`config.mk`:
```
export PLATFORM = sky130hd
export DESIGN_NAME = seven_seg_scan_ctrl
export DESIGN_NICKNAME = d
export VERILOG_FILES = /design/src/rtl/seven_seg_pkg.sv /design/src/rtl/seven_seg_decoder.sv /design/src/rtl/seven_seg_scan_ctrl.sv
export SDC_FILE = /design/constraint.sdc
export NUM_CORES = 1
export LEC_CHECK = 0
export CORE_MARGIN = 2
export CORE_UTILIZATION = 35
export CTS_BUF_LIST = sky130_fd_sc_hd__clkbuf_16
export DETAILED_ROUTE_END_ITERATION = 8
export DONT_BUFFER_PORTS = 1
export HOLD_SLACK_MARGIN = 0.12
export PLACE_DENSITY_LB_ADDON = 0.2
export SYNTH_ARGS = -nofsm -noshare
export SYNTH_HDL_FRONTEND = slang
export SYNTH_HIERARCHICAL = 1
export SYNTH_SLANG_ARGS = --single-unit
export TNS_END_PERCENT = 30
```
`constraint.sdc`:
```
create_clock -name clk -period 3.4 [get_ports clk]
set_clock_uncertainty 0.1 [all_clocks]
set_input_delay 0.51 -clock clk [delete_from_list [all_inputs] [get_ports clk]]
set_output_delay 0.51 -clock clk [all_outputs]
set_load 0.01 [all_outputs]
```
`src/rtl/seven_seg_pkg.sv`:
```
// Shared types and hex-to-segment table for the 7-segment scan controller.
package seven_seg_pkg;

    typedef enum logic [1:0] {
        IDLE,
        BLANK,
        DRIVE
    } scan_state_t;

    localparam logic [6:0] SEG_0 = 7'h3F;
    localparam logic [6:0] SEG_1 = 7'h06;
    localparam logic [6:0] SEG_2 = 7'h5B;
    localparam logic [6:0] SEG_3 = 7'h4F;
    localparam logic [6:0] SEG_4 = 7'h66;
    localparam logic [6:0] SEG_5 = 7'h6D;
    localparam logic [6:0] SEG_6 = 7'h7D;
    localparam logic [6:0] SEG_7 = 7'h07;
    localparam logic [6:0] SEG_8 = 7'h7F;
    localparam logic [6:0] SEG_9 = 7'h6F;
    localparam logic [6:0] SEG_A = 7'h77;
    localparam logic [6:0] SEG_B = 7'h7C;
    localparam logic [6:0] SEG_C = 7'h39;
    localparam logic [6:0] SEG_D = 7'h5E;
    localparam logic [6:0] SEG_E = 7'h79;
    localparam logic [6:0] SEG_F = 7'h71;

    function automatic logic [6:0] hex_to_seg(input logic [3:0] v);
        logic [6:0] s;
        case (v)
            4'h0:    s = SEG_0;
            4'h1:    s = SEG_1;
            4'h2:    s = SEG_2;
            4'h3:    s = SEG_3;
            4'h4:    s = SEG_4;
            4'h5:    s = SEG_5;
            4'h6:    s = SEG_6;
            4'h7:    s = SEG_7;
            4'h8:    s = SEG_8;
            4'h9:    s = SEG_9;
            4'hA:    s = SEG_A;
            4'hB:    s = SEG_B;
            4'hC:    s = SEG_C;
            4'hD:    s = SEG_D;
            4'hE:    s = SEG_E;
            default: s = SEG_F;
        endcase
        return s;
    endfunction

endpackage

```
`src/rtl/seven_seg_decoder.sv`:
```
// Digit value to segment pattern; bit 4 set blanks the digit.
module seven_seg_decoder
    import seven_seg_pkg::*;
(
    input  logic [4:0] digit,
    output logic [6:0] seg
);

    always_comb begin
        seg = 7'h00;
        if (!digit[4]) seg = hex_to_seg(digit[3:0]);
    end

endmodule

```
`src/rtl/seven_seg_scan_ctrl.sv`:
```
// Scan scheduler: blank gap, per-slot dimming and double-buffered digits.
module seven_seg_scan_ctrl
    import seven_seg_pkg::*;
#(
    parameter int NUM_DIGITS   = 4,
    parameter int DWELL_CYCLES = 1024,
    parameter int BLANK_CYCLES = 16,
    parameter int CNT_W        = 16
) (
    input  logic                          clk,
    input  logic                          reset_n,
    input  logic                          enable,
    input  logic                          wr_en,
    input  logic [$clog2(NUM_DIGITS)-1:0] wr_addr,
    input  logic [4:0]                    wr_data,
    input  logic [3:0]                    bright,
    output logic [6:0]                    seg_out,
    output logic [NUM_DIGITS-1:0]         dig_sel,
    output logic [6:0]                    seg_oeb,
    output logic                          frame_done
);

    localparam int AW = $clog2(NUM_DIGITS);
    localparam logic [AW:0]      N_EXT      = (AW+1)'(NUM_DIGITS);
    localparam logic [AW-1:0]    LAST_IDX   = AW'(NUM_DIGITS - 1);
    localparam logic [CNT_W-1:0] BLANK_LAST = CNT_W'(BLANK_CYCLES - 1);
    localparam logic [CNT_W-1:0] DWELL_LAST = CNT_W'(DWELL_CYCLES - 1);

    scan_state_t      state, state_n;
    logic [CNT_W-1:0] cnt, cnt_n;
    logic [AW-1:0]    idx, idx_n;
    logic             load, frame_end;

    logic [4:0]       shadow [NUM_DIGITS];
    logic [4:0]       active [NUM_DIGITS];
    logic [3:0]       bright_q;
    logic [6:0]       dec_seg;
    logic [CNT_W:0]   lit_len;
    logic             wr_hit;

    assign wr_hit  = wr_en && ({1'b0, wr_addr} < N_EXT);
    assign lit_len = (CNT_W+1)'((32'(bright_q) + 32'd1) * 32'(DWELL_CYCLES / 16));

    seven_seg_decoder u_dec (
        .digit (active[idx]),
        .seg   (dec_seg)
    );

    always_ff @(posedge clk or negedge reset_n) begin
        if (!reset_n) begin
            state <= IDLE;
            cnt   <= '0;
            idx   <= '0;
        end else begin
            state <= state_n;
            cnt   <= cnt_n;
            idx   <= idx_n;
        end
    end

    always_comb begin
        state_n   = state;
        cnt_n     = cnt + 1'b1;
        idx_n     = idx;
        load      = 1'b0;
        frame_end = 1'b0;
        unique case (state)
            IDLE: begin
                cnt_n = '0;
                if (enable) begin
                    state_n = BLANK;
                    idx_n   = '0;
                    load    = 1'b1;
                end
            end
            BLANK: begin
                if (cnt == BLANK_LAST) begin
                    state_n = DRIVE;
                    cnt_n   = '0;
                end
            end
            DRIVE: begin
                if (cnt == DWELL_LAST) begin
                    cnt_n = '0;
                    if (idx == LAST_IDX) begin
                        frame_end = 1'b1;
                        load      = 1'b1;
                        idx_n     = '0;
                        state_n   = enable ? BLANK : IDLE;
                    end else if (enable) begin
                        idx_n   = idx + 1'b1;
                        state_n = BLANK;
                    end else begin
                        idx_n   = '0;
                        state_n = IDLE;
                    end
                end
            end
            default: state_n = IDLE;
        endcase
    end

    // Writes in the copy cycle are forwarded so they are not lost for a frame.
    always_ff @(posedge clk or negedge reset_n) begin
        if (!reset_n) begin
            for (int i = 0; i < NUM_DIGITS; i++) begin
                shadow[i] <= 5'h10;
                active[i] <= 5'h10;
            end
            bright_q <= 4'hF;
        end else begin
            if (wr_hit) shadow[wr_addr] <= wr_data;
            if (load) begin
                for (int i = 0; i < NUM_DIGITS; i++) begin
                    active[i] <= (wr_hit && wr_addr == AW'(i)) ? wr_data : shadow[i];
                end
                bright_q <= bright;
            end
        end
    end

    always_ff @(posedge clk or negedge reset_n) begin
        if (!reset_n) begin
            seg_out    <= 7'h00;
            dig_sel    <= '0;
            seg_oeb    <= 7'h7F;
            frame_done <= 1'b0;
        end else begin
            frame_done <= frame_end;
            unique case (state)
                BLANK: begin
                    seg_out <= 7'h00;
                    dig_sel <= '0;
                    seg_oeb <= 7'h00;
                end
                DRIVE: begin
                    seg_out <= ({1'b0, cnt} < lit_len) ? dec_seg : 7'h00;
                    dig_sel <= NUM_DIGITS'(1) << idx;
                    seg_oeb <= 7'h00;
                end
                default: begin
                    seg_out <= 7'h00;
                    dig_sel <= '0;
                    seg_oeb <= 7'h7F;
                end
            endcase
        end
    end

endmodule
```
---- After elaboration in Yosys (flattened, before gate mapping) ----
Memories as Yosys holds them, arrays and structs flattened.
Cells that the tools add are included.
W data, S select, Z words.
storage, ports and cells
  register bits ........................... 83
  bits in latches ......................... 0
  memory bits (writable) .................. 0
  memory bits (read-only) ................. 112
  bits of input ports ..................... 15
  output and inout bits ................... 19
  word-level logic and storage cells ...... 82
  memories ................................ 1
memories
  name              depth  width  rd ports  clocked after memory_dff  write ports  RTL line             source
  (name not given)  16     7      1         0                         0            seven_seg_pkg.sv:29  case (v)
operators by class
  $add $sub $neg .......................... 3
  multipliers ............................. 0
  divide/modulo/power cells ............... 0
  order comparisons ....................... 4
  equal/unequal tests ..................... 11
  shift operators ......................... 1
  muxes and demuxes ....................... 33
  bitwise gates (word level) .............. 2
  reduce and logical (&&, ||, !) cells .... 11
operator list
  cell                     number
  $pmux W16 S3             1
  $mux W5                  7
  $mux W16                 2
  $mux W7                  4
  $bwmux W20               1
  $add A16 B1 Y16 const B  1
  $eq A16 B10 Y1 const B   1
  $eq A16 B4 Y1 const B    1
  $lt A16 B11 Y1           1
  $mux W2                  7
  $bmux W5 S2              1
  $demux W5 S2             1
  $eq A2 B2 Y1 const B     4
  $ge A3 B3 Y1 const B     2
  $ne A2 B2 Y1 const B     3
  $not A2 Y3               2
  $pmux W2 S3              1
  $reduce_and A3 Y1        2
  $add A4 B1 Y5 const B    1
  $logic_and A1 B1 Y1      5
  $mux W1                  5
  $eq A2 B1 Y1 const B     2
  $logic_not A2 Y1         2
  $mux W4                  1
  7 further kinds          7

---- Logic depth before layout (Yosys ltp) ----
An unclocked memory read counts as a cell.
  depth in word-level cells ............... 8
  mapped depth ............................ 9
  gate-level depth less buffers ........... 8

---- Hierarchy ----
The synthesis kept the hierarchy.
by module, submodules not included
  module               instances  cells an instance  area each (um^2)  seq. area each (um^2)
  seven_seg_scan_ctrl  1          268                3642.2            1943.1
  seven_seg_decoder    1          35                 289.0             0.0

---- Worst setup path after synthesis ----
Ideal clock, no wire load.
  path type ............................... flip-flop to flip-flop
  from .................................... register idx[0]
  to ...................................... register seg_out[3]
  setup time .............................. 0.067 ns
  arrival ................................. 2.282 ns
  data required time ...................... 3.233 ns
  path slack .............................. 0.950 ns
  stages on the path, launching flop included .. 9
  buffers on the path ..................... 1
  clock period less this slack ............ 2.450 ns
  cells stage by stage .................... dfrtp_1 -> clkbuf_1 -> mux4_2 -> inv_1 -> ha_1 -> inv_1 -> mux4_2 -> nor2_1 -> and3_1
between the ends
  word-level cells in the longest chain between the ends .. 8
ends and longest elaborated chain
  element                                         RTL line                    source
  start: declaration                              seven_seg_scan_ctrl.sv:31   logic [AW-1:0] idx, idx_n;
  start signal: assignment                        seven_seg_scan_ctrl.sv:57   idx <= idx_n;
  $not A2 Y3 (implied by the code) (*)            seven_seg_scan_ctrl.sv:45   .digit (active[idx]),
  $bmux W5 S2 (*)                                 seven_seg_scan_ctrl.sv:45
  $mux W5 (implied by the code) (*) (2 in a row)  seven_seg_scan_ctrl.sv:45
  $mem_v2 Z16 W7                                  n/a
  $mux W7 (*)                                     seven_seg_decoder.sv:11     if (!digit[4]) seg = hex_to_seg(digit[3:0]);
  named net dec_seg[3]                            seven_seg_scan_ctrl.sv:37   logic [6:0] dec_seg;
  $mux W7 (*)                                     seven_seg_scan_ctrl.sv:137  seg_out <= ({1'b0, cnt} < lit_len) ? dec_seg : 7'h00;
  $mux W7 (*)                                     seven_seg_scan_ctrl.sv:130  unique case (state)
  end signal: assignment                          seven_seg_scan_ctrl.sv:137
  end: declaration                                seven_seg_scan_ctrl.sv:17   output logic [6:0] seg_out,
The timed path passes the listed nets; every way through them passes the cells marked *. The select of a mux whose other input is x is not followed.
A chain may end at the register's enable or synchronous reset.

---- Worst setup path in the final report ----
  from .................................... register bright_q[0]
  to ...................................... register seg_out[1]
between the ends
  word-level cells in the longest chain between the ends .. 4
ends and longest elaborated chain
  element                   RTL line                    source
  start: declaration        seven_seg_scan_ctrl.sv:36   logic [3:0] bright_q;
  start signal: assignment  seven_seg_scan_ctrl.sv:117  bright_q <= bright;
  $add A4 B1 Y5             seven_seg_scan_ctrl.sv:42   assign lit_len = (CNT_W+1)'((32'(bright_q) + 32'd1) * 32'(DWELL_CYCLES / 16));
  $lt A16 B11 Y1            seven_seg_scan_ctrl.sv:137
  $mux W7                   seven_seg_scan_ctrl.sv:137
  $mux W7                   seven_seg_scan_ctrl.sv:130
No other way between the ends.

==> results.txt <==
----------------------------------------------------
[Cells and area]
  Share of layout cells above drive strength 1 ... 0.295
  Total area of sequential cells ... a little under 0.002 mm²
  Ant diodes ... 0
  # fillers ... ~1k
  Final Net Count ... about 340
  Area of the multi-input gates ... 0.00177 mm²
  Synthesis-to-finish area growth ... 9.52%
  Final instance area ... roughly 0.0043 mm²

[Logic synthesis]
  Synthesized-area fraction occupied by and/or/nand/nor cells ... 0.123
  Cell with the most instances after synthesis ... dfrtp_1
  Main combinational cell family by area after synthesis ... multiplexers
  Sequential area share after synthesis ... 0.494
  Top cell type by total area after synthesis ... dfrtp_1
  Top cells by instance count after synthesis ... dfrtp_1, mux2_2, nor2_1
  Number of enable-type register cells in the synthesized netlist ... 0
  Post-synth net total ... 338
  Mean cell area of the mapped netlist ... 13.0 µm²
  Fraction of the mapped netlist area in compound gates ... 0.0363
  Adder and majority cell fraction of the synthesized area ... 0.0637
  Synth Register Bits ... 77
  Number of distinct library cells after synthesis ... 48
  Fraction of synthesized area in multiplexers ... 0.190
  Area share of the leading cell type in the synthesized netlist ... 0.407
  Count of synthesis-stage warnings from yosys ... 6
  Top post-synthesis cells by area ... dfrtp_1, dfstp_2, mux2_4
  Primary FF master, synth ... dfrtp_1
  Number of standard cells after synthesis ... between 300 and 400
  Async set-reset flop share out of synthesis ... 1.00
  Fraction of synthesized cell area in xor and xnor cells ... 0.0379
  Netlist Area Pre-Place ... 0.00393 mm²

[Placement]
  Quantity of I/O buffers inserted on ports ... 0
  Final HPWL from detailed placement ... roughly 4.7 mm
  Final RePlAce weighted congestion ... 0.766
  Worst setup timing slack at the placement stage ... approximately 0.9 ns
  Placed instance area ... 0.00395 mm²

[STA]
  Max transition margin ... 0.531
  Number of setup violations in the final report ... 0
  Max-slew violation count ... 0
  RSZ-0062 raised after global routing ... false
  TNS Setup ... 0 ns
  Final Cycle Share ... 0.739
  Maximum clock frequency ... 0.398 GHz
  Least setup slack across all paths after layout ... 0.888 ns
  Time the worst path needs with I/O delays and setup ... roughly 2.5 ns
  Slew of the pin with the lowest slew margin ... 0.696 ns
  Worst-case hold slack ... 0.226 ns
  Endpoints failing hold ... 0

[Clock network]
  Total clock buffers created by CTS ... 9
  Clock Pin Slew Worst Setup and Hold Paths ... 0.06 ns
  Skew-Pair Late Insertion Delay ... 0.33 ns
  Root Buffer Master ... clkbuf_16
  Number of buffers between clock root and the deepest sink ... 2
  Clock tree from TritonCTS ... yes
  Resized Gates After CTS ... 0
  CTS sink cnt ... just under 80
  Maximum level of the CTS H-tree ... 3

[Route]
  Initial DRT Pass Iterations ... 4
  Routed Wire Length ... 7.12 mm
  Detail Route Antenna Nets ... 0
  Routed wire length per instance ... 16.0 µm
  DRT iter0 DRCs ... approximately 130
  Total DRC errors in the routed layout ... 0
  Per-cell via count in the routed design ... 4.94
  Number of vias in the routed layout ... 2199

[Floorplan]
  Core region area ... 0.0109 mm²
  Num rows ... 38
  Full die area ... 0.0121 mm²
  Die width ... roughly 110 µm
  Vertical die dimension ... 110 µm
  # IOs ... 34
  Starting Density ... 0.361

[GRT]
  Aggregate global-route resource usage ... 0.134
  Vias in the first global route ... 2339
  Antenna violations before repair ... 0
  Largest net degree at the start of global routing ... between 70 and 80
  Remaining global-route overflow ... 0
  Wire length of the first global-routing pass ... 12.3 mm

[Power and ir drop]
  Pleak ... 1.88 nW
  Power, Total ... 0.00208 W
  IR Drop Worst-Case VDD ... around 0.26 mV
  Power per cell area ... about 480 mW/mm²

[Critical path]
  Path depth of the worst reg2reg path ... 8
  Top cell family by delay on the critical path ... compound AO/OA/AOI/OAI gates
  Most prevalent standard cell on the critical path ... o21a_1
  RR Startpoint ... bright_q[0]$_DFFE_PN1P_
  Cell with the biggest individual delay on the critical path ... dfstp_2
  Highest fanout seen on the critical path ... 7
  Critical path's largest stage delay ... 0.56 ns
  Crit path DAT ... around 2.7 ns
  Worst reg-to-reg setup slack ... 0.89 ns
  Startpoint types ... flip-flop
  Cell-by-cell listing of the critical path ... ha_1 > inv_1 > ha_1 > o21a_1 > o21a_1 > o21a_1 > o21ai_0 > and3_1
  Type of element capturing the critical path ... flip-flop
  Critical R2R Capture ... seg_out[1]$_DFF_PN0_
  Count of buffering cells on the critical path with inverters included ... 1
  Worst setup path category ... reg2reg
  Req. time, crit path ... around 3.6 ns

[Min path]
  Startpoint of the tightest hold check path ... bright[3]
  Hold Crit Class ... in2reg
  Cell depth of the worst min-delay path ... 1
  Worst Hold End ... bright_q[3]$_DFFE_PN1P_

[Flow run]
  Total of max-cap violations ... 0

[Run status]
  Run status ... finished clean

----------------------------------------------------
==> placed cells by master, fill, tap and decap left out, types with 3 or more instances in the layout <==
cell       instances
inv_1             12
a211oi_1           3
mux2_4            20
nand4_1            4
and2_1             3
nand2_1           12
o21a_1             3
dfstp_2           13
xor2_1            10
nand3_1           11
xnor2_1            7
mux4_2             6
nor3_1             3
nor3b_1            4
dfrtp_1           64
clkbuf_16          9
nor2_1            26
ha_1              20
and3_1             9
mux2_2            26
==> kinds of logic (layout without fill, tap and decap cells) <==
group,after synthesis,in the layout
AND/OR/NAND/NOR,87,87
AO/OA/AOI/OAI,18,18
multiplexers,54,54
XOR/XNOR,17,17
adder cells (fa/ha/maj),20,20
buffers and inverters,30,32
flip-flops,77,77
==> metrics by stage <==
| step | util | std cells |
|---|---|---|
| finish | 0.395 | 445 |
| global placement | 0.363 | 427 |
| floorplan | - | 303 |
| detailed placement | 0.363 | 427 |
| CTS | 0.395 | 445 |
| global route | 0.395 | 445 |
==> routing by layer <==
metal	GRT usage	part of all wire	wire [µm]	vias up
met1	0.190	0.50	3570	1098
met5	0	0	0	-
met2	0.191	0.43	3060	40
met4	0.0570	0.019	136	0
li1	-	-	-	1050
met3	0.0382	0.049	348	11
==> registers in the layout, summed over array words and instances, names as in the netlist <==
| name | cells |
|---|---|
| active | 20 |
| shadow | 20 |
| cnt | 16 |
| seg_out | 7 |
| bright_q | 4 |
| dig_sel | 4 |
| idx | 2 |
| state | 2 |
| frame_done | 1 |
| seg_oeb | 1 |
==> power breakdown <==
group | total, W | internal, W | leakage, nW | switching (W)
sequential | 0.000977 | 0.000968 | 0.933 | 0.00000986
combinational | 0.0000891 | 0.0000439 | 0.791 | 0.0000452
clock | 0.00101 | 0.000639 | 0.153 | 0.000376
total | 0.00208 | 0.00165 | 1.88 | 0.000431
==> worst max path at each step <==
stage	from	to	slack [ns]	cells past startpoint
2_1_floorplan	idx[0]$_DFFE_PN0P_	seg_out[3]$_DFF_PN0_	0.95	8
3_3_place_gp	idx[0]$_DFFE_PN0P_	seg_out[3]$_DFF_PN0_	0.93	7
3_5_place_dp	idx[0]$_DFFE_PN0P_	seg_out[3]$_DFF_PN0_	0.89	7
4_1_cts	idx[0]$_DFFE_PN0P_	seg_out[3]$_DFF_PN0_	0.86	7
5_1_grt	idx[0]$_DFFE_PN0P_	seg_out[3]$_DFF_PN0_	0.71	7
6_report	bright_q[0]$_DFFE_PN1P_	seg_out[1]$_DFF_PN0_	0.89	8
==> repair_timing <==
item / in CTS / in global routing
hold buffers: 2 / 0
endpoints found under the hold margin: 77 / 0
buffers inserted: 0 / 0
==> final cells by class <==
cell class | instances | area share
clock buffer | 9 | 0.0523
multi-input combinational | 196 | 0.412
sequential | 77 | 0.451
tap | 140 | 0.0407
clock inverter | 7 | 0.0209
timing repair buffer | 4 | 0.0122
inverter | 12 | 0.0105
(Power assumes the default switching activity.)
